**config.mk**
```make
export PLATFORM = sky130hd
export DESIGN_NAME = seven_seg_scan_driver
export DESIGN_NICKNAME = d
export VERILOG_FILES = /design/src/rtl/seven_seg_scan_driver.sv
export SDC_FILE = /design/constraint.sdc
export NUM_CORES = 1
export LEC_CHECK = 0
export CAP_MARGIN = 20
export CORE_UTILIZATION = 55
export DETAILED_ROUTE_END_ITERATION = 10
export PLACE_DENSITY = 0.81
export SLEW_MARGIN = 20
export SYNTH_ARGS = -nofsm -noshare
export SYNTH_HDL_FRONTEND = slang
export SYNTH_SLANG_ARGS = --single-unit
```
**constraint.sdc**
```tcl
create_clock -name clk -period 2.7 [get_ports clk]
set_input_delay 0.54 -clock clk [delete_from_list [all_inputs] [get_ports clk]]
set_output_delay 0.54 -clock clk [all_outputs]
set_load 0.02 [all_outputs]
```
**src/rtl/seven_seg_scan_driver.sv**
```systemverilog
// Four-digit multiplexed 7-segment driver for an HH:MM clock: one shared active-low
// segment bus, one-hot active-low anodes, field blink, colon blink and leading-zero blanking.
module seven_seg_scan_driver #(
  parameter int REFRESH_DIV  = 50000,
  parameter int BLINK_FRAMES = 100,
  parameter bit LZ_BLANK     = 1'b1
) (
  input  logic       clk,
  input  logic       rst,
  input  logic [1:0] hours_tenth,
  input  logic [3:0] hours_units,
  input  logic [2:0] minutes_tenth,
  input  logic [3:0] minutes_units,
  input  logic       blink_hours,
  input  logic       blink_minutes,
  input  logic       colon_en,
  output logic [3:0] anode,
  output logic [6:0] segments,
  output logic       dp,
  output logic       frame_tick
);

  localparam int PW = (REFRESH_DIV > 1) ? $clog2(REFRESH_DIV) : 1;
  localparam int BW = (BLINK_FRAMES > 1) ? $clog2(BLINK_FRAMES) : 1;
  localparam logic [PW-1:0] PRE_MAX   = PW'(REFRESH_DIV - 1);
  localparam logic [BW-1:0] BLINK_MAX = BW'(BLINK_FRAMES - 1);

  logic [PW-1:0] pre_q, pre_d;
  logic [1:0]    idx_q, idx_d;
  logic [BW-1:0] blink_q, blink_d;
  logic          phase_q, phase_d;
  logic [1:0]    snap_ht_q, snap_ht_d;
  logic [3:0]    snap_hu_q, snap_hu_d;
  logic [2:0]    snap_mt_q, snap_mt_d;
  logic [3:0]    snap_mu_q, snap_mu_d;
  logic [3:0]    anode_q, anode_d;
  logic [6:0]    seg_q, seg_d;
  logic          dp_q, dp_d;
  logic          frame_tick_q, frame_tick_d;

  logic          slot_tick, wrap, bad, blank;
  logic [3:0]    digit;

  function automatic logic [6:0] decode(input logic [3:0] d, input logic out_of_range);
    logic [6:0] s;
    case (d)
      4'd0:    s = 7'h40;
      4'd1:    s = 7'h79;
      4'd2:    s = 7'h24;
      4'd3:    s = 7'h30;
      4'd4:    s = 7'h19;
      4'd5:    s = 7'h12;
      4'd6:    s = 7'h02;
      4'd7:    s = 7'h78;
      4'd8:    s = 7'h00;
      4'd9:    s = 7'h10;
      default: s = 7'h3F;
    endcase
    return out_of_range ? 7'h3F : s;
  endfunction

  always_comb begin
    slot_tick    = (pre_q == PRE_MAX);
    wrap         = slot_tick && (idx_q == 2'd3);
    pre_d        = slot_tick ? '0 : pre_q + 1'b1;
    idx_d        = slot_tick ? idx_q + 2'd1 : idx_q;
    frame_tick_d = wrap;

    snap_ht_d = snap_ht_q;
    snap_hu_d = snap_hu_q;
    snap_mt_d = snap_mt_q;
    snap_mu_d = snap_mu_q;
    if (wrap) begin
      snap_ht_d = hours_tenth;
      snap_hu_d = hours_units;
      snap_mt_d = minutes_tenth;
      snap_mu_d = minutes_units;
    end

    // Blink counter advances once per frame, one cycle after the frame starts
    blink_d = blink_q;
    phase_d = phase_q;
    if (frame_tick_q) begin
      if (blink_q == BLINK_MAX) begin
        blink_d = '0;
        phase_d = ~phase_q;
      end else begin
        blink_d = blink_q + 1'b1;
      end
    end

    // Slot 0 decodes the live inputs because the snapshot is loaded on this same edge
    case (idx_d)
      2'd0:    begin digit = minutes_units;      bad = (minutes_units > 4'd9); end
      2'd1:    begin digit = {1'b0, snap_mt_q};  bad = (snap_mt_q > 3'd5);     end
      2'd2:    begin digit = snap_hu_q;          bad = (snap_hu_q > 4'd9);     end
      default: begin digit = {2'b00, snap_ht_q}; bad = (snap_ht_q > 2'd2);     end
    endcase

    blank = phase_q && (idx_d[1] ? blink_hours : blink_minutes);
    if (LZ_BLANK && (idx_d == 2'd3) && (snap_ht_q == 2'd0)) blank = 1'b1;

    anode_d = anode_q;
    seg_d   = seg_q;
    dp_d    = dp_q;
    if (slot_tick) begin
      anode_d = blank ? 4'hF : ~(4'b0001 << idx_d);
      seg_d   = decode(digit, bad);
      dp_d    = ~((idx_d == 2'd2) && colon_en && !phase_q);
    end
  end

  always_ff @(posedge clk or negedge rst) begin
    if (!rst) begin
      pre_q        <= '0;
      idx_q        <= 2'd3;
      blink_q      <= '0;
      phase_q      <= 1'b0;
      snap_ht_q    <= '0;
      snap_hu_q    <= '0;
      snap_mt_q    <= '0;
      snap_mu_q    <= '0;
      anode_q      <= 4'hF;
      seg_q        <= 7'h7F;
      dp_q         <= 1'b1;
      frame_tick_q <= 1'b0;
    end else begin
      pre_q        <= pre_d;
      idx_q        <= idx_d;
      blink_q      <= blink_d;
      phase_q      <= phase_d;
      snap_ht_q    <= snap_ht_d;
      snap_hu_q    <= snap_hu_d;
      snap_mt_q    <= snap_mt_d;
      snap_mu_q    <= snap_mu_d;
      anode_q      <= anode_d;
      seg_q        <= seg_d;
      dp_q         <= dp_d;
      frame_tick_q <= frame_tick_d;
    end
  end

  assign anode      = anode_q;
  assign segments   = seg_q;
  assign dp         = dp_q;
  assign frame_tick = frame_tick_q;

endmodule
```
# == Word-level counts from Yosys, hierarchy flattened ==
# Memories as Yosys holds them, arrays and structs flattened.
# Cells that the tools add are included.
# W data, S select, Z words.
# totals
ff_bits,48
mem_bits_ro,112
inputBits,18
wordCells,47
memories,1
# memory_table
name,words,width,rd,rd_ports_with_merged_regs,write_ports,line_no,source
(no name shown),16,7,1,0,0,46,case (d)
# op_classes
n_addsub,3
magnitude_cmp,4
n_eq_ne,6
n_shift,1
n_mux,9
bitwise,3
n_reduce_logical,9
# ops
cell,count
$add A16 B1 Y16 const B,1
$eq A16 B16 Y1 const B,1
$mux W16,1
$mux W7,2
$pmux W4 S3,1
$gt A4 B4 Y1 const B,2
$add A7 B1 Y7 const B,1
$eq A7 B7 Y1 const B,1
$eq A2 B2 Y1 const B,3
$logic_and A1 B1 Y1,5
$logic_not A2 Y1,2
$mux W4,1
$not A4 Y4,1
$shl A1 B2 Y4 const A,1
$gt A3 B3 Y1 const B,1
$pmux W1 S3,1
$add A2 B1 Y2 const B,1
$eq A2 B1 Y1 const B,1
$gt A2 B2 Y1 const B,1
$mux W1,2
$mux W2,1
$not A1 Y1,2
$reduce_and A2 Y1,1
$logic_not A1 Y1,1

# == Logic depth before layout (Yosys ltp) ==
# Gate-level depths: netlist of run 1.
# depth
ltp_word,6
mapped_depth,9

# == Worst setup path before layout of run 1 ==
# OpenSTA, ideal clock, no wires.
# synth_path
path_kind,reg-to-reg
startpoint,register idx_q[0]
endpoint,"register seg_q[4], in the netlist segments[4]"
t_arrival_ps,2097
path_slack_ps,520
stages_incl_launch_ff,8
period_less_slack_ps,2180
path_cell_list,dfstp_2 -> buf_2 -> mux4_2 -> mux2_2 -> inv_1 -> ha_1 -> a31oi_1 -> a221o_1
# synth_via
elab_chain_len,6
word_cells_on_any_way,9
# synth_lines
item,line_no,source
"start, declared",29,"logic [1:0] idx_q, idx_d;"
"start signal, assigned",129,idx_q <= idx_d;
$add A2 B1 Y2,66,idx_d = slot_tick ? idx_q + 2'd1 : idx_q;
$mux W2 *,66,
"$eq A2 B2 Y1, or another cell as far along",93,case (idx_d)
$pmux W4 S3,93,
$mem_v2 Z16 W7,n/a,
$mux W7 *,59,return out_of_range ? 7'h3F : s;
"end signal, assigned",137,seg_q <= seg_d;
"end, declared",37,"logic [6:0] seg_q, seg_d;"
# Every way passes the cells marked *; elsewhere a longest branch is shown, timed or not.
# A chain may end at the register's enable or synchronous reset.

# == Worst setup path after layout of run 1 ==
# layout_path
startpoint,register idx_q[0]
endpoint,"register seg_q[5], in the netlist segments[5]"
# Same word-level chain as after synthesis.

==> results.cfg, run 1 <==
[timing]
setup_viol = 0
finalCritPeriodShare = 0.916
clock.fmax_mhz = 404
period_needed_ns = 2.47
finalHoldViolCount = 0
fin_skew_ns = 0.00561
fin_tns_setup_ns = 0
slew_violations = 0
rsz0062_at_grt = no
worstMarginPinSlew_ns = 0.907
slew_headroom = 0.395

[flow_run]
drv_cap = 0

[routing]
antenna_left = 0
drt_wl_total_mm = 4.69
drc = 0
vias = 1774
dr.pass1.iters = 4
routedWlPerCell_um = 15.1
drtIter0Drc = 83
viasPerCell = 5.70

[finish]
nNetsFinal = 282
seq_area_um2 = 1220
drive_above_1_share = 0.174
n_antenna_cell = 0
multiInputGateArea_um2 = 1190
nFillCells = 357
area_growth_pct = 17.9
post-route-util = 0.674

[clock_network]
post_cts_buffers = 0
cts.clk_slew.worst_paths_ns = 0.08
cts_max_level = 2
cts-buffers-inserted = 5
ctsResizeCount = 0
clk_latency_ns = 0.30
cts_tree = yes
holdBufCountCts = 0
cts-root-buf = clkbuf_8
clock_path_buffers = 2
clock_sinks = 48

[die]
initial_core_util = 0.572
die_area_um2 = 4770
core_um2 = 4320
die_h_um = 69.1
io_pins = 31
core.rowCount = 24
die_w_um = 69.1

[critical_path]
start_kind = register
cp.required_ns = 2.93
crit_arrival_ns = 2.70
crit_chain = ha_1 > mux4_2 > mux2i_1 > inv_1 > ha_1 > o211ai_1 > o21ai_0
crit_top_cell = ha_1
crit_path_end_kind = register
r2r.worst_path.cells = 7
slowest_stage = dfstp_2
slowest_delay_ns = 0.71
worstPathMaxFanout = 13
path_class = reg -> reg

[global_route]
grt_pass1_vias = 1828
grt_overflow = 0
grt_start_max_net_pins = 43
antenna_found_initial = 0
grt_pass1_wl_mm = 8.40
grt_util_all_layers = 0.223

[yosys]
ys_seq_elements = 48
syn_inst = 226
ys_top_cells_by_area = dfrtp_1, dfstp_2, mux2_2
syn_area_per_cell_um2 = 10.9
syn_area_um2 = 2470
synth_top_area_frac = 0.344
synthesis.nets = 250
ys_warn_count = 0
yosysTopAreaCell = dfrtp_1
netlist-cell-type-count = 39
ys_seq_area_frac = 0.493

[placement]
gp_congestion = 0.854
dp.final_hpwl_mm = 3.48
port_buffers = 30

[hold_path]
min_path_type = in -> async

[pwr]
power_density_nw_per_um2 = 426
leakage_nw = 1.28
p_total_mw = 1.24
vdd_drop_max_v = 0.000259

[outcome]
outcome = finished clean
==> per-stage QoR <==
step           hold WS, ns  cells  setup slack [ns]  instance area [um2]
6_report             0.366    311             0.227                 2920
5_1_grt              0.437    311            0.0393                 2920
4_1_cts              0.397    311             0.223                 2920
3_5_place_dp         0.476    303             0.225                 2830
3_3_place_gp         0.466    303             0.295                 2830
2_1_floorplan        0.244    226             0.520                 2470
==> where the power goes <==
group	switching (mW)	internal, mW
combinational	0.0355	0.0415
sequential	0.00789	0.726
clock	0.222	0.209
==> metal layers <==
layer  up-vias  global-route usage  wire length, um
met3        10              0.0526              169
met5         -                   0                0
li1        860                   -                -
met2        37               0.343             2250
met1       867               0.303             2170
met4         0              0.0930              103
==> layout make-up <==
class                      count  area share
multi-input combinational    161       0.407
clock buffer                   8      0.0309
timing repair buffer          34       0.112
tap                           52      0.0223
inverter                       8      0.0103
sequential                    48       0.418
==> cells in the final DEF, fill, tap and decap left out, types with 2 or more instances in the layout <==
cell type	count
a31oi_1	4
and2_1	5
nor3_1	5
buf_4	4
mux2_2	11
o221ai_1	2
nand4_1	4
o21a_1	2
dfstp_2	14
ha_1	6
mux2i_1	8
clkdlybuf4s50_1	29
xnor2_1	12
dfrtp_1	34
and3_1	4
mux4_2	4
inv_1	8
clkbuf_1	2
a21oi_1	8
nor2_1	16
nor3b_1	3
o21ai_0	11
clkbuf_8	6
xor2_1	7
and4bb_2	2
nand3_1	11
nand2_1	22
==> path summary, 6_finish.rpt <==
check / startpoint / end / slack [ns]
min: rst / pre_q[10] / 0.37
max: idx_q[0] / segments[5] / 0.23
max reg2reg: idx_q[0] / segments[5] / 0.23
min in group clk: segments[1] / segments[1] / 0.48
max in group asynchronous: rst / segments[6] / 1.61
min reg2reg: segments[1] / segments[1] / 0.48
==> worst max-delay path, delay by kind of cell (launching register included) <==
kind	cells	cell delay, ns
flip-flops	1	0.71
adder cells (fa/ha/maj)	2	0.62
multiplexers	2	0.61
AO/OA/AOI/OAI	2	0.33
buffers and inverters	1	0.14
==> registers in the layout, summed over array words and instances (netlist names) <==
name	count
pre_q	16
dp	1
snap_hu_q	4
blink_q	7
anode	4
segments	7
phase_q	1
frame_tick	1
idx_q	2
snap_ht_q	2
snap_mt_q	3
==> kinds of logic after synthesis <==
kind of cell | Yosys count | synth area share
AO/OA/AOI/OAI | 33 | 0.0814
multiplexers | 24 | 0.125
buffers and inverters | 17 | 0.0278
adder cells (fa/ha/maj) | 6 | 0.0303
flip-flops | 48 | 0.493
AND/OR/NAND/NOR | 79 | 0.176
XOR/XNOR | 19 | 0.0673
==> Yosys cell counts <==
library cell and instances:
a2111oi_0 1, a211o_1 1, a21o_1 1, a21oi_1 8, a221o_1 1, a31oi_1 4, and2_1 5, and3_1 4
and4_1 1, and4bb_2 2, buf_2 4, clkbuf_1 5, dfrtp_1 34, dfstp_2 14, ha_1 6, inv_1 8
mux2_2 11, mux2_4 1, mux2i_1 8, mux4_2 4, nand2_1 22, nand2b_1 1, nand3_1 11, nand3b_1 1
nand4_1 4, nand4_4 1, nand4b_1 1, nor2_1 16, nor3_1 5, nor3b_1 3, nor4_1 1, nor4b_4 1
o211ai_1 1, o21a_1 2, o21ai_0 11, o221ai_1 2, o22ai_1 1, xnor2_1 12, xor2_1 7
No activity file was read; power rests on OpenSTA's default activity.
==> run 2, diff against run 1 <==
==> constraint.sdc (replaced) <==
create_clock -name clk -period 2.4 [get_ports clk]
set_input_delay 0.48 -clock clk [delete_from_list [all_inputs] [get_ports clk]]
set_output_delay 0.48 -clock clk [all_outputs]
set_load 0.02 [all_outputs]
==> results.cfg, run 2 (synthesis results as in run 1) <==
[timing]
finalHoldViolCount = 0
fin_skew_ns = 0.00569
clock.fmax_mhz = 443
fin_tns_setup_ns = 0
fin_ws_ns = 0.144
hold_slack_ns = 0.283
period_needed_ns = 2.26
rsz0062_at_grt = no
finalCritPeriodShare = 0.940
worstMarginPinSlew_ns = 0.845
slew_headroom = 0.437
setup_viol = 0
slew_violations = 0

[routing]
drc = 0
drtIter0Drc = 143
viasPerCell = 5.63
dr.pass1.iters = 4
drt_wl_total_mm = 4.65
antenna_left = 0
routedWlPerCell_um = 14.8
vias = 1773

[clock_network]
cts_tree = yes
cts-buffers-inserted = 5
clk_latency_ns = 0.30
clock_path_buffers = 2
holdBufCountCts = 0
cts_max_level = 2
clock_sinks = 48
cts.clk_slew.worst_paths_ns = 0.09
cts-root-buf = clkbuf_8

[placement]
dp_cells = 306
dp_slack_ns = -0.0472
gp_congestion = 0.842
port_buffers = 30
dp.final_hpwl_mm = 3.48

[finish]
drive_above_1_share = 0.198
stdcell_count = 315
post-route-util = 0.683
regMostFlops = pre_q
largest_reg_flops = 16
n_antenna_cell = 0
mostFrequentLayoutCells = dfrtp_1, clkdlybuf4s50_1, nand2_1, nor2_1, dfstp_2
nFillCells = 354
area_growth_pct = 19.5
final_common_cell = dfrtp_1
nNetsFinal = 286

[die]
io_pins = 31
die_area_um2 = 4770
die_w_um = 69.1
core_um2 = 4320
core.rowCount = 24
initial_core_util = 0.572
die_h_um = 69.1

[global_route]
grt_pass1_wl_mm = 8.14
grt_pass1_vias = 1723
grt_start_max_net_pins = 41
antenna_found_initial = 0
grt_overflow = 0
grt_util_all_layers = 0.216

[hold_path]
min_path_type = in -> async

[critical_path]
start_kind = register
cp.required_ns = 2.64
crit_path_end_kind = register
crit_chain = ha_2 > mux4_2 > mux2i_2 > inv_1 > ha_1 > a31oi_1 > a221o_1
slowest_stage = dfstp_2
crit_arrival_ns = 2.50
path_class = reg -> reg
slowest_delay_ns = 0.60
worstPathMaxFanout = 8

[pwr]
leakage_nw = 1.29
vdd_drop_max_v = 0.000376
pwr-share-clk = 0.351
combPwrFrac = 0.063
switching_power_mw = 0.309
power_density_nw_per_um2 = 477
swShare = 0.219
intPower_mw = 1.10
power.share.sequential = 0.586

[outcome]
outcome = finished clean

[flow_run]
drv_cap = 0
run 2: cell types whose count changed in the layout (fill, tap and decap cells not counted):
cell        delta
buf_4          +4
clkbuf_1       -1
clkinvlp_4     +1
ha_1           -1
ha_2           +1
mux2i_1        -1
mux2i_2        +1
run 2: what timing repair did:
item,in CTS,in global routing
gates resized for setup,0,2
endpoints found under the setup margin,0,3
setup buffers,0,1
hold endpoints to repair,0,0
run 2: through the flow:
step                total power [mW]  instance area [um2]
finish                          1.41                 2960
global route                    1.47                 2960
CTS                             1.42                 2940
detailed placement             0.930                 2850
global placement               0.926                 2850
floorplan                      0.871                 2470
run 2: cell type report:
cell class	instances	area (um2)	share of cell area
multi-input combinational	161	1190	0.403
inverter	8	30.0	0.0102
sequential	48	1220	0.412
timing repair buffer	38	355	0.120
clock inverter	1	7.51	0.00254
tap	52	65.1	0.0220
clock buffer	7	86.3	0.0292
run 2: per-layer routing:
layer	routed length, um	global-route usage
met5	0	0
met3	165	0.0512
met2	2210	0.340
met4	82	0.0680
met1	2190	0.298
run 2: power groups by stage:
stage | clock network (mW) | registers (mW) | logic (mW)
3_5_place_dp | 0 | 0.841 | 0.0895
5_1_grt | 0.542 | 0.827 | 0.0997
4_1_cts | 0.505 | 0.825 | 0.0899
6_report | 0.494 | 0.826 | 0.0894
2_1_floorplan | 0 | 0.837 | 0.0341
3_3_place_gp | 0 | 0.840 | 0.0867
run 2: worst paths after layout:
kind                       slack (ns)  cells past startpoint          end   startpoint
setup / recovery                 0.14                      7  segments[4]     idx_q[1]
hold / removal                   0.28                      1     pre_q[3]          rst
setup reg to reg                 0.14                      7  segments[4]     idx_q[1]
hold reg to reg                  0.48                      2  segments[2]  segments[2]
max in group asynchronous        1.41                      2  segments[5]          rst
min in group clk                 0.48                      2  segments[2]  segments[2]
run 2: critical path, delay by kind of cell (launching register included):
kind,cells,cell delay [ns]
buf+inv,1,0.13
flops,1,0.60
compound gates,2,0.30
mux,2,0.61
fa+ha+maj,2,0.57
